`config.mk`:
```
export PLATFORM = sky130hd
export DESIGN_NAME = gpio_input_conditioner_flat
export DESIGN_NICKNAME = d
export VERILOG_FILES = /design/src/rtl/gpio_input_conditioner_if.sv /design/src/rtl/gpio_input_conditioner.sv /design/src/flat_wrapper.sv
export SDC_FILE = /design/constraint.sdc
export NUM_CORES = 1
export LEC_CHECK = 0
export ABC_AREA = 1
export CORE_MARGIN = 10
export CORE_UTILIZATION = 48
export DETAILED_ROUTE_END_ITERATION = 16
export PLACE_DENSITY = 0.82
export SKIP_CTS_REPAIR_TIMING = 1
export SLEW_MARGIN = 10
export SYNTH_ARGS = -nofsm -noshare
export SYNTH_HDL_FRONTEND = slang
export SYNTH_SLANG_ARGS = --single-unit
```
`constraint.sdc`:
```
create_clock -name wb_clk_i -period 1.9 [get_ports wb_clk_i]
set_clock_uncertainty 0.2 [all_clocks]
set_input_delay 0.475 -clock wb_clk_i [delete_from_list [all_inputs] [get_ports wb_clk_i]]
set_output_delay 0.475 -clock wb_clk_i [all_outputs]
set_load 0.1 [all_outputs]
```
`src/rtl/gpio_input_conditioner_if.sv`:
```
// Signal bundle for one conditioned GPIO pin: raw pad input, filter/counter
// controls, conditioned level/edge outputs, pad drive, and FSM debug state.
interface gpio_input_conditioner_if #(
  parameter int DB_W = 16,
  parameter int EC_W = 16
);
  logic            pad_in_i;
  logic [DB_W-1:0] db_len_i;
  logic            invert_i;
  logic            out_en_i;
  logic            cnt_en_i;
  logic            cnt_clr_i;
  logic            level_o;
  logic            rise_o;
  logic            fall_o;
  logic [EC_W-1:0] edge_cnt_o;
  logic            pad_out_o;
  logic            pad_oeb_o;
  logic            dbg_state_o;

  // There is no valid/ready handshake on this bundle. Controls are sampled on
  // every wb_clk_i edge. All outputs are registered. rise_o and fall_o are
  // single-cycle strobes.
  modport slave (
    input  pad_in_i, db_len_i, invert_i, out_en_i, cnt_en_i, cnt_clr_i,
    output level_o, rise_o, fall_o, edge_cnt_o, pad_out_o, pad_oeb_o,
    output dbg_state_o
  );

  modport master (
    output pad_in_i, db_len_i, invert_i, out_en_i, cnt_en_i, cnt_clr_i,
    input  level_o, rise_o, fall_o, edge_cnt_o, pad_out_o, pad_oeb_o,
    input  dbg_state_o
  );
endinterface

```
`src/rtl/gpio_input_conditioner.sv`:
```
// Synchronizes and debounces one GPIO pad input, reports accepted edges,
// counts them, and drives an optionally inverted copy back out to a pad.
module gpio_input_conditioner #(
  parameter int SYNC_STAGES = 2,
  parameter int DB_W        = 16,
  parameter int EC_W        = 16
) (
  input logic                    wb_clk_i,
  input logic                    wb_rst_ni,
  gpio_input_conditioner_if.slave bus
);

  typedef enum logic {IDLE = 1'b0, CHECK = 1'b1} state_e;

  logic [SYNC_STAGES-1:0] sync_q;
  state_e                 state_q;
  logic [DB_W-1:0]        cnt_q;
  logic [DB_W-1:0]        n_q;
  logic                   level_q;
  logic                   rise_q;
  logic                   fall_q;
  logic [EC_W-1:0]        edge_cnt_q;
  logic                   pad_out_q;
  logic                   pad_oeb_q;
  logic                   s;
  logic                   commit;

  assign s      = sync_q[SYNC_STAGES-1];
  assign commit = (state_q == CHECK) && (s != level_q) && (cnt_q == n_q);

  always_ff @(posedge wb_clk_i or negedge wb_rst_ni) begin
    if (!wb_rst_ni) begin
      sync_q <= '0;
    end else begin
      sync_q <= {sync_q[SYNC_STAGES-2:0], bus.pad_in_i};
    end
  end

  // The filter commits when the counter equals the latched length. The
  // counter therefore stops at N and cannot wrap, even for N = all ones.
  always_ff @(posedge wb_clk_i or negedge wb_rst_ni) begin
    if (!wb_rst_ni) begin
      state_q <= IDLE;
      cnt_q   <= '0;
      n_q     <= '0;
      level_q <= 1'b0;
      rise_q  <= 1'b0;
      fall_q  <= 1'b0;
    end else begin
      rise_q <= 1'b0;
      fall_q <= 1'b0;
      case (state_q)
        IDLE: begin
          if (s != level_q) begin
            state_q <= CHECK;
            cnt_q   <= '0;
            n_q     <= bus.db_len_i;
          end
        end
        CHECK: begin
          if (s == level_q) begin
            state_q <= IDLE;
            cnt_q   <= '0;
          end else if (cnt_q == n_q) begin
            level_q <= s;
            rise_q  <= s;
            fall_q  <= ~s;
            state_q <= IDLE;
          end else begin
            cnt_q <= cnt_q + 1'b1;
          end
        end
      endcase
    end
  end

  // Clear has priority over a commit on the same edge.
  always_ff @(posedge wb_clk_i or negedge wb_rst_ni) begin
    if (!wb_rst_ni) begin
      edge_cnt_q <= '0;
    end else if (bus.cnt_clr_i) begin
      edge_cnt_q <= '0;
    end else if (commit && bus.cnt_en_i && (edge_cnt_q != {EC_W{1'b1}})) begin
      edge_cnt_q <= edge_cnt_q + 1'b1;
    end
  end

  always_ff @(posedge wb_clk_i or negedge wb_rst_ni) begin
    if (!wb_rst_ni) begin
      pad_out_q <= 1'b0;
      pad_oeb_q <= 1'b1;
    end else begin
      pad_out_q <= level_q ^ bus.invert_i;
      pad_oeb_q <= ~bus.out_en_i;
    end
  end

  assign bus.level_o     = level_q;
  assign bus.rise_o      = rise_q;
  assign bus.fall_o      = fall_q;
  assign bus.edge_cnt_o  = edge_cnt_q;
  assign bus.pad_out_o   = pad_out_q;
  assign bus.pad_oeb_o   = pad_oeb_q;
  assign bus.dbg_state_o = state_q;

endmodule

```
`src/flat_wrapper.sv`:
```
// flat-port wrapper written by rule: the top's interface ports become plain ports
module gpio_input_conditioner_flat 
#(
  parameter int SYNC_STAGES = 2,
  parameter int DB_W        = 16,
  parameter int EC_W        = 16
)
  (wb_clk_i, wb_rst_ni, bus_pad_in_i, bus_db_len_i, bus_invert_i, bus_out_en_i, bus_cnt_en_i, bus_cnt_clr_i, bus_level_o, bus_rise_o, bus_fall_o, bus_edge_cnt_o, bus_pad_out_o, bus_pad_oeb_o, bus_dbg_state_o);
  gpio_input_conditioner_if #(.DB_W(DB_W), .EC_W(EC_W)) bus_i ();
  input logic wb_clk_i;
  input logic wb_rst_ni;
  input wire logic [$bits(bus_i.pad_in_i)-1:0] bus_pad_in_i;
  input wire logic [$bits(bus_i.db_len_i)-1:0] bus_db_len_i;
  input wire logic [$bits(bus_i.invert_i)-1:0] bus_invert_i;
  input wire logic [$bits(bus_i.out_en_i)-1:0] bus_out_en_i;
  input wire logic [$bits(bus_i.cnt_en_i)-1:0] bus_cnt_en_i;
  input wire logic [$bits(bus_i.cnt_clr_i)-1:0] bus_cnt_clr_i;
  output wire logic [$bits(bus_i.level_o)-1:0] bus_level_o;
  output wire logic [$bits(bus_i.rise_o)-1:0] bus_rise_o;
  output wire logic [$bits(bus_i.fall_o)-1:0] bus_fall_o;
  output wire logic [$bits(bus_i.edge_cnt_o)-1:0] bus_edge_cnt_o;
  output wire logic [$bits(bus_i.pad_out_o)-1:0] bus_pad_out_o;
  output wire logic [$bits(bus_i.pad_oeb_o)-1:0] bus_pad_oeb_o;
  output wire logic [$bits(bus_i.dbg_state_o)-1:0] bus_dbg_state_o;
  assign bus_i.pad_in_i = bus_pad_in_i;
  assign bus_i.db_len_i = bus_db_len_i;
  assign bus_i.invert_i = bus_invert_i;
  assign bus_i.out_en_i = bus_out_en_i;
  assign bus_i.cnt_en_i = bus_cnt_en_i;
  assign bus_i.cnt_clr_i = bus_cnt_clr_i;
  assign bus_level_o = bus_i.level_o;
  assign bus_rise_o = bus_i.rise_o;
  assign bus_fall_o = bus_i.fall_o;
  assign bus_edge_cnt_o = bus_i.edge_cnt_o;
  assign bus_pad_out_o = bus_i.pad_out_o;
  assign bus_pad_oeb_o = bus_i.pad_oeb_o;
  assign bus_dbg_state_o = bus_i.dbg_state_o;
  gpio_input_conditioner #(.SYNC_STAGES(SYNC_STAGES), .DB_W(DB_W), .EC_W(EC_W)) u_core (.wb_clk_i(wb_clk_i), .wb_rst_ni(wb_rst_ni), .bus(bus_i));
endmodule
```
### Word-level counts from Yosys, hierarchy flattened

Index checks and enable logic that the tools add are counted.

* register bits: 56
* input port bits: 23
* output and inout port bits: 22
* logic and storage cells: 47

* $add $sub $neg: 2
* eq/ne operators: 6
* muxes and demuxes: 16
* bitwise logic cells: 5
* reductions and logical operators: 8

Operators by type and width (number)
* $mux 16: 5
* $add 16x1->16 const B: 2
* $pmux 16 s2: 1
* $eq 16x16->1: 1
* $ne 16x16->1 const B: 1
* $mux 1: 9
* $logic_and 1x1->1: 4
* $not 1->1: 4
* $reduce_and 2->1: 2
* $ne 3x3->1 const B: 1
* $reduce_and 3->1: 1
* $ne 2x1->1 const B: 1
* $pmux 1 s2: 1
* $reduce_bool 2->1: 1
* $eq 1x1->1: 1
* $ne 1x1->1: 1
* $xor 1x1->1: 1

### Logic depth before layout (Yosys ltp)

Gate-level depths: netlist of the first run.

* depth after elaboration: 7
* mapped depth: 14
* gate-level depth less buffers: 12

### Worst setup path after synthesis of the first run

Ideal clock, no wire load.

* path kind: flip-flop to flip-flop
* start point: register u_core.edge_cnt_q[0], in the netlist u_core.bus.edge_cnt_o[0]
* end point: register u_core.edge_cnt_q[9], in the netlist u_core.bus.edge_cnt_o[9]
* setup time: 69 ps
* arrival: 2312 ps
* required time: 1631 ps
* setup slack: -681 ps
* stages on the path, launching flop included: 11
* path buffers: 1
* clock period less this slack: 2581 ps
* cells stage by stage: dfrtp_1 ha_1 nand2_1 nor2_1 nand4_1 nor2_1 nor2_2 nand3_2 buf_2 nand3_1 nand2_1

* word-level cells in the longest chain between the ends: 3
* elaborated cells between the ends (all ways): 6
* classes of those cells: add/sub (1); eq/ne (1); mux (2); reduce/logical (2)

RTL lines
* start: declaration: RTL line gpio_input_conditioner.sv:22 `logic [EC_W-1:0] edge_cnt_q;`
* start signal: assignment: RTL line gpio_input_conditioner.sv:84 `edge_cnt_q <= edge_cnt_q + 1'b1;`
* $add 16x1->16 or $ne 16x16->1 (tied branches): RTL line gpio_input_conditioner.sv:84, gpio_input_conditioner.sv:83
* $mux 16 or $logic_and 1x1->1 (tied branches): RTL line gpio_input_conditioner.sv:83 `end else if (commit && bus.cnt_en_i && (edge_cnt_q != {EC_W{1'b1}})) begin`
* $mux 16 or $reduce_bool 2->1 (tied branches)

Parallel ways exist; a longest one is shown, timed or not. The select of a mux whose other input is x is not followed.
A chain may end at the register's enable or synchronous reset.

### Final worst setup path of the first run

* start point: register u_core.cnt_q[13]
* end point: register u_core.edge_cnt_q[3], in the netlist u_core.bus.edge_cnt_o[3]

* word-level cells in the longest chain between the ends: 5

RTL lines
* start: declaration: RTL line gpio_input_conditioner.sv:17 `logic [DB_W-1:0] cnt_q;`
* start signal: assignment: RTL line gpio_input_conditioner.sv:70 `cnt_q <= cnt_q + 1'b1;`
* $eq 16x16->1: RTL line gpio_input_conditioner.sv:29 `assign commit = (state_q == CHECK) && (s != level_q) && (cnt_q == n_q);`
* $logic_and 1x1->1: RTL line gpio_input_conditioner.sv:29
* $logic_and 1x1->1 (2 in series): RTL line gpio_input_conditioner.sv:83
* $reduce_bool 2->1 (no line)

Every way passes these cells.

==> reports/results.ini, run 1 <==
[status]
outcome = completed

[pwr]
total_leakage_power_nw = 2.441
power_per_cell_area_mw_per_mm2 = 543.2
power.ir.vdd_worst_v = 0.0002870

[critical_path]
timing.reg2reg.worst_path_depth = 11
path_common_cell = sky130_fd_sc_hd__nand2_1
timing.rr.start = u_core.cnt_q[13]
worstSetupStartpointType = flip-flop
crit_path_cell_trace = buf_4, nand2_1, nand2_1, nor2_1, nand2_1, nor2_1, nand2_2, nor2_8, buf_4, nand4_1, nand2_1
setup.reg_to_reg.worst_slack_ns = 0.04
worstSetupEndpointType = flip-flop
slowest_stage = sky130_fd_sc_hd__dfrtp_1
arrival_ns = 1.90
timing_worst_setup_path_type = reg2reg
worst_ep_required_time_ns = 1.94
cp_max_fo = 4
crit_path_capture = u_core.bus.edge_cnt_o[3]
critical_path.startpoint = u_core.cnt_q[13]
r2r-end = u_core.bus.edge_cnt_o[3]
max_stage_delay_ns = 0.39

[clocking]
numClockSinks = 56
clk_pin_slew_worst_paths_ns = 0.10
cts_buffers = 5
cts_tree = yes
cts_max_path_buffers = 2
clk-insertion-delay-late_ns = 0.31
cts_max_level = 2
ctsRootBufferMaster = sky130_fd_sc_hd__clkbuf_8

[timing]
final_critical_delay_including_setup_and_external_delays_ns = 1.858
hold_violations = 0
tns_ns = 0
slew_violations = 0
min_period_over_period_pct = 97.78
setup_viol = 0
rsz0062_at_grt = yes
timing_worst_slew_pin_value_ns = 0.3362
highest_achievable_clock_rate_ghz = 0.5383
slew_headroom_pct = 77.41

[layout]
insertedDiodeCount = 0
mostFrequentLayoutCell = sky130_fd_sc_hd__nand2_1
final_core_utilization_pct = 68.08
layout.filler_cells = 524
flow.area_growth_from_synthesis_pct = 38.41
multi_input_area_mm2 = 0.001668
final_cell_mix = 154 x sky130_fd_sc_hd__nand2_1, 68 x sky130_fd_sc_hd__inv_1, 46 x sky130_fd_sc_hd__nor2_1, 36 x sky130_fd_sc_hd__dfrtp_1, 35 x sky130_fd_sc_hd__buf_4
layout.area.seq_mm2 = 0.001436
fin_nets = 584
fin_cells = 656
layout-drive-gt1-share_pct = 22.50

[drt]
route.detailed.wl_per_inst_um = 13.13
routed_wirelength_um = 8610
drt_drc_violations_left = 0
router_iterations_before_antenna_repair = 4
antenna_violating_nets_post_route = 0
dr.first_iter.drc_count = 139
vias_per_cell = 5.099
via_count = 3345

[grt]
grt.overflow.total = 0
grt_usage_pct = 16.58
first_pass_grt_wire_length_um = 14540
number_of_global_route_vias_before_repair = 3211
grt_start_max_net_pins = 57
antenna_found_initial = 0

[logic_synthesis]
synth.yosys.seq_area_share_pct = 41.97
synthDistinctLibCells = 28
postSynthCellCount = 480
synth_fp_nets = 505
netlist_area_mm2 = 0.003342
synthesis.yosys.warnings = 0
synth_area_per_cell_um2 = 6.962
synth.ff_latch_count = 56

[floorplanning]
std_cell_rows = 30
die-height_um = 103.4
coreArea_mm2 = 0.006794
initial_core_utilization_pct = 49.19
die_width_um = 103.4
top_level_ports = 45
floorplan.die_area_mm2 = 0.01070

[hold_path]
min-delay-path-class = reg2reg

[placement]
finalWeightedCongestion = 0.9181
place_inst = 640
dp_hpwl_um = 6339
number_of_buffers_inserted_by_port_buffering = 44

[run]
max_cap_violations = 0

==> cells by family after synthesis <==
logic type,after synthesis,synth area share [%]
AOI/OAI and AO/OA,19,2.920
xor gates and xnor gates,16,4.193
adders and majority gates,2,0.7487
buffers and inverters,90,10.86
DFF,56,41.97
muxes,2,0.6739
and+or+nand+nor,295,38.64
==> metrics by stage <==
| step | instance area [um^2] | hold slack [ns] | setup WS, ns | power (mW) |
|---|---|---|---|---|
| after floorplan | 3433 | -0.02059 | -0.1958 | 1.648 |
| after global placement | 4418 | 0.1400 | 0.09365 | 1.823 |
| after detailed placement | 4418 | 0.1395 | 0.03661 | 1.848 |
| after CTS | 4511 | -0.04616 | 0.02590 | 2.516 |
| after global routing | 4626 | 0.1779 | -0.06090 | 2.643 |
| final | 4626 | 0.1601 | 0.04223 | 2.513 |
==> cell usage after synthesis (all sizes together) <==
cell type	instances	area, um^2
mux2	2	22.52
nand2	161	616.8
inv	74	277.8
o21ai	4	20.02
nor2	55	235.2
a21oi	14	70.07
clkbuf	2	7.510
ha	2	25.02
buf	11	66.31
nor3	12	60.06
dfstp	1	26.28
nand4	30	187.7
xor2	16	140.1
nand3	36	185.2
clkinv	3	11.26
o21bai	1	7.510
dfrtp	55	1376
or2	1	6.260
==> power by group <==
group          internal [mW]  switching (mW)
combinational          0.197           0.291
clock                  0.292           0.388
sequential              1.28          0.0661
total                   1.77           0.745
==> area by class of cell <==
type	instances	area share [%]
multi-input combinational	334	36.06
clock buffer	6	1.785
inverter	77	6.248
clock inverter	2	0.2164
sequential	56	31.05
tap	96	2.597
timing repair buffer	85	22.04
==> worst min path at each step <==
stage | startpoint | end | slack, ns | cells past startpoint
finish | u_core.sync_q[0] | u_core.sync_q[1] | 0.16 | 0
global route | u_core.sync_q[0] | u_core.sync_q[1] | 0.18 | 0
CTS | wb_rst_ni | u_core.n_q[7] | -0.05 | 2
detailed placement | u_core.sync_q[0] | u_core.sync_q[1] | 0.14 | 0
global placement | u_core.sync_q[0] | u_core.sync_q[1] | 0.14 | 0
floorplan | wb_rst_ni | u_core.bus.edge_cnt_o[10] | -0.02 | 0
==> flip-flops by register name (all words and copies together) (netlist names) <==
name                    cells
u_core.bus.edge_cnt_o      16
u_core.cnt_q               16
u_core.n_q                 16
u_core.sync_q               2
u_core.bus.dbg_state_o      1
u_core.bus.fall_o           1
u_core.bus.level_o          1
u_core.bus.pad_oeb_o        1
u_core.bus.pad_out_o        1
u_core.bus.rise_o           1
==> critical path: cells and delay by family (launching register included) <==
kind	cells	cell delay (ns)
buffers and inverters	2	0.30
DFF	1	0.39
and+or+nand+nor	9	0.89
==> routing by layer <==
metal  track usage [%]  wire length [um]  part of all wire, %  vias to the layer above
met5                 0                 0                    0                        -
met3             4.718               654                  7.6                       18
met2             29.04              4382                   51                      115
met1             19.41              3427                   40                     1559
li1                  -                 -                    -                     1653
met4             4.278               146                  1.7                        0
Note: power is estimated with default switching activity, not from simulation.
==> inputs of run 2 (changes only) <==
Settings changed: HOLD_SLACK_MARGIN set to 0.02.
==> results of run 2 <==
Final layout, timing and power as in run 1 (identical DEF).
==> inputs of run 3 (changes only) <==
Settings changed: PLACE_DENSITY 0.82 to 0.79.
Clock period 1.9 ns to 2.1 ns, I/O delays scaled along.
==> reports/results.ini, run 3 (synthesis results as in run 1) <==
[status]
outcome = completed

[timing]
holdWs_ns = 0.1593  ; -0.0007580 ns
slew_headroom_pct = 72.76  ; -4.7 points
setup_viol = 0  ; unchanged
final_critical_delay_including_setup_and_external_delays_ns = 2.015  ; +0.1574 ns
timing_worst_slew_pin_value_ns = 0.4055  ; +0.06928 ns
slew_violations = 0  ; unchanged
min_period_over_period_pct = 95.96  ; -1.8 points
hold_violations = 0  ; unchanged
highest_achievable_clock_rate_ghz = 0.4962  ; -7.8%

[floorplanning]
std_cell_rows = 30  ; unchanged
die_width_um = 103.4  ; unchanged
initial_core_utilization_pct = 49.19  ; unchanged
floorplan.die_area_mm2 = 0.01070  ; unchanged
die-height_um = 103.4  ; unchanged
top_level_ports = 45  ; unchanged
coreArea_mm2 = 0.006794  ; unchanged

[clocking]
clk-insertion-delay-late_ns = 0.32  ; about the same
cts_max_path_buffers = 2  ; unchanged
clk_pin_slew_worst_paths_ns = 0.11  ; about the same
cts_buffers = 5  ; unchanged
numClockSinks = 56  ; unchanged
ctsRootBufferMaster = sky130_fd_sc_hd__clkbuf_8
cts_tree = yes
cts_max_level = 2  ; unchanged

[critical_path]
slowest_stage = sky130_fd_sc_hd__dfrtp_1
timing_worst_setup_path_type = reg2reg
crit_path_cell_trace = inv_2, nand2_1, nand2_1, nor2_1, nand2_1, clkinv_1, nand2_1, nor2_4, buf_4, nor2_2, nand3_1, nand2_1
cpLargestDelayFamily = simple AND/OR/NAND/NOR gates
arrival_ns = 2.08  ; +0.18 ns
max_stage_delay_ns = 0.47  ; +0.08 ns
worst_ep_required_time_ns = 2.16  ; +0.22 ns
path_common_cell = sky130_fd_sc_hd__nand2_1
setup.reg_to_reg.worst_slack_ns = 0.08  ; +0.04 ns
cp_max_fo = 7  ; +3
worstSetupEndpointType = flip-flop
crit_buf_inv = 3  ; +1
worstSetupStartpointType = flip-flop

[layout]
fin_cells = 635  ; -3.2%
layout-drive-gt1-share_pct = 16.70  ; -5.8 points
mostFrequentLayoutCell = sky130_fd_sc_hd__nand2_1
flow.area_growth_from_synthesis_pct = 31.79
insertedDiodeCount = 0  ; unchanged
multi_input_area_mm2 = 0.001638  ; -1.8%
layout.area.seq_mm2 = 0.001429  ; -0.52%
final_cell_mix = 156 x sky130_fd_sc_hd__nand2_1, 68 x sky130_fd_sc_hd__inv_1, 48 x sky130_fd_sc_hd__nor2_1, 38 x sky130_fd_sc_hd__dfrtp_1, 35 x sky130_fd_sc_hd__nand3_1
layout.filler_cells = 579  ; +10%
fin_nets = 563  ; -3.6%

[drt]
highest_signal_layer_in_the_routed_design = met4
via_count = 3183  ; -4.8%
router_iterations_before_antenna_repair = 4  ; unchanged
vias_per_cell = 5.013  ; -1.7%
antenna_violating_nets_post_route = 0  ; unchanged
met2RoutedLength_um = 4065  ; -7.2%
drt_drc_violations_left = 0  ; unchanged
routed_wirelength_um = 8373  ; -2.8%
dr.first_iter.drc_count = 144  ; +3.6%
route.detailed.wl_per_inst_um = 13.19  ; +0.46%
wl_met1_um = 3580  ; +4.5%
met3_length_um = 558  ; -15%

[pwr]
power_per_cell_area_mw_per_mm2 = 540.4  ; -0.51%
total_leakage_power_nw = 2.345  ; -3.9%
power.ir.vdd_worst_v = 0.0003996  ; +39%

[run]
max_cap_violations = 0  ; unchanged

[grt]
antenna_found_initial = 0  ; unchanged
grt_usage_pct = 16.55  ; -0.033 points
first_pass_grt_wire_length_um = 14230  ; -2.1%
grt.overflow.total = 0  ; unchanged
number_of_global_route_vias_before_repair = 3078  ; -4.1%
grt_start_max_net_pins = 57  ; unchanged

[placement]
place_inst = 618  ; -3.4%
dp_hpwl_um = 6013  ; -5.1%
number_of_buffers_inserted_by_port_buffering = 44  ; unchanged
finalWeightedCongestion = 0.9388  ; +2.3%

[hold_path]
min-delay-path-class = reg2reg

## run 3: cell types whose count changed in the layout (fill, tap and decap cells not counted), sizes merged
cell / delta
buf: -21
bufinv: +1
clkinv: -1
## run 3: path summary, 6_finish.rpt
kind / to / startpoint / cells past startpoint
setup / recovery: u_core.cnt_q[15] / u_core.cnt_q[7] / 12
hold reg to reg: u_core.sync_q[1] / u_core.sync_q[0] / 0
max in group asynchronous: u_core.bus.pad_oeb_o / wb_rst_ni / 3
hold / removal: u_core.sync_q[1] / u_core.sync_q[0] / 0
min in group asynchronous: u_core.n_q[6] / wb_rst_ni / 3
setup reg to reg: u_core.cnt_q[15] / u_core.cnt_q[7] / 12
## run 3: per-layer routing
metal	vias to the layer above	GRT usage, %
met5	-	0
met4	0	5.455
met3	16	5.316
met2	101	27.63
met1	1454	19.69
li1	1612	-
## run 3: where the power goes
part	leakage, nW	internal, mW	switching [mW]
Sequential	0.694	1.16	0.0577
Combinational	1.60	0.170	0.267
Clock	0.0552	0.355	0.374
## run 3: stage by stage
step           utilization [%]  setup WS (ns)  power, mW  area, um^2  setup TNS, ns
2_1_floorplan                -       -0.01110      1.484        3395       -0.03431
3_3_place_gp             61.60         0.1016      1.639        4185              0
3_5_place_dp             61.60        0.04247      1.657        4185              0
4_1_cts                  63.19       0.008334      2.372        4293              0
5_1_grt                  64.83      -0.004614      2.495        4404      -0.008049
6_report                 64.83        0.08487      2.380        4404              0
## run 3: worst reg2reg max path, stage by stage (launching register included)
cell                       delay [ns]
sky130_fd_sc_hd__dfrtp_1         0.47
sky130_fd_sc_hd__inv_2           0.12
sky130_fd_sc_hd__nand2_1         0.05
sky130_fd_sc_hd__nand2_1         0.06
sky130_fd_sc_hd__nor2_1          0.04
sky130_fd_sc_hd__nand2_1         0.12
sky130_fd_sc_hd__clkinv_1        0.10
sky130_fd_sc_hd__nand2_1         0.13
sky130_fd_sc_hd__nor2_4          0.08
sky130_fd_sc_hd__buf_4           0.14
sky130_fd_sc_hd__nor2_2          0.24
sky130_fd_sc_hd__nand3_1         0.12
sky130_fd_sc_hd__nand2_1         0.09
## run 3: layout make-up
| cell class | count | area share [%] |
|---|---|---|
| Multi-Input combinational cell | 334 | 37.19 |
| Clock inverter | 2 | 0.7955 |
| Tap cell | 96 | 2.727 |
| Clock buffer | 6 | 1.648 |
| Inverter | 77 | 6.563 |
| Timing Repair Buffer | 64 | 18.64 |
| Sequential cell | 56 | 32.44 |
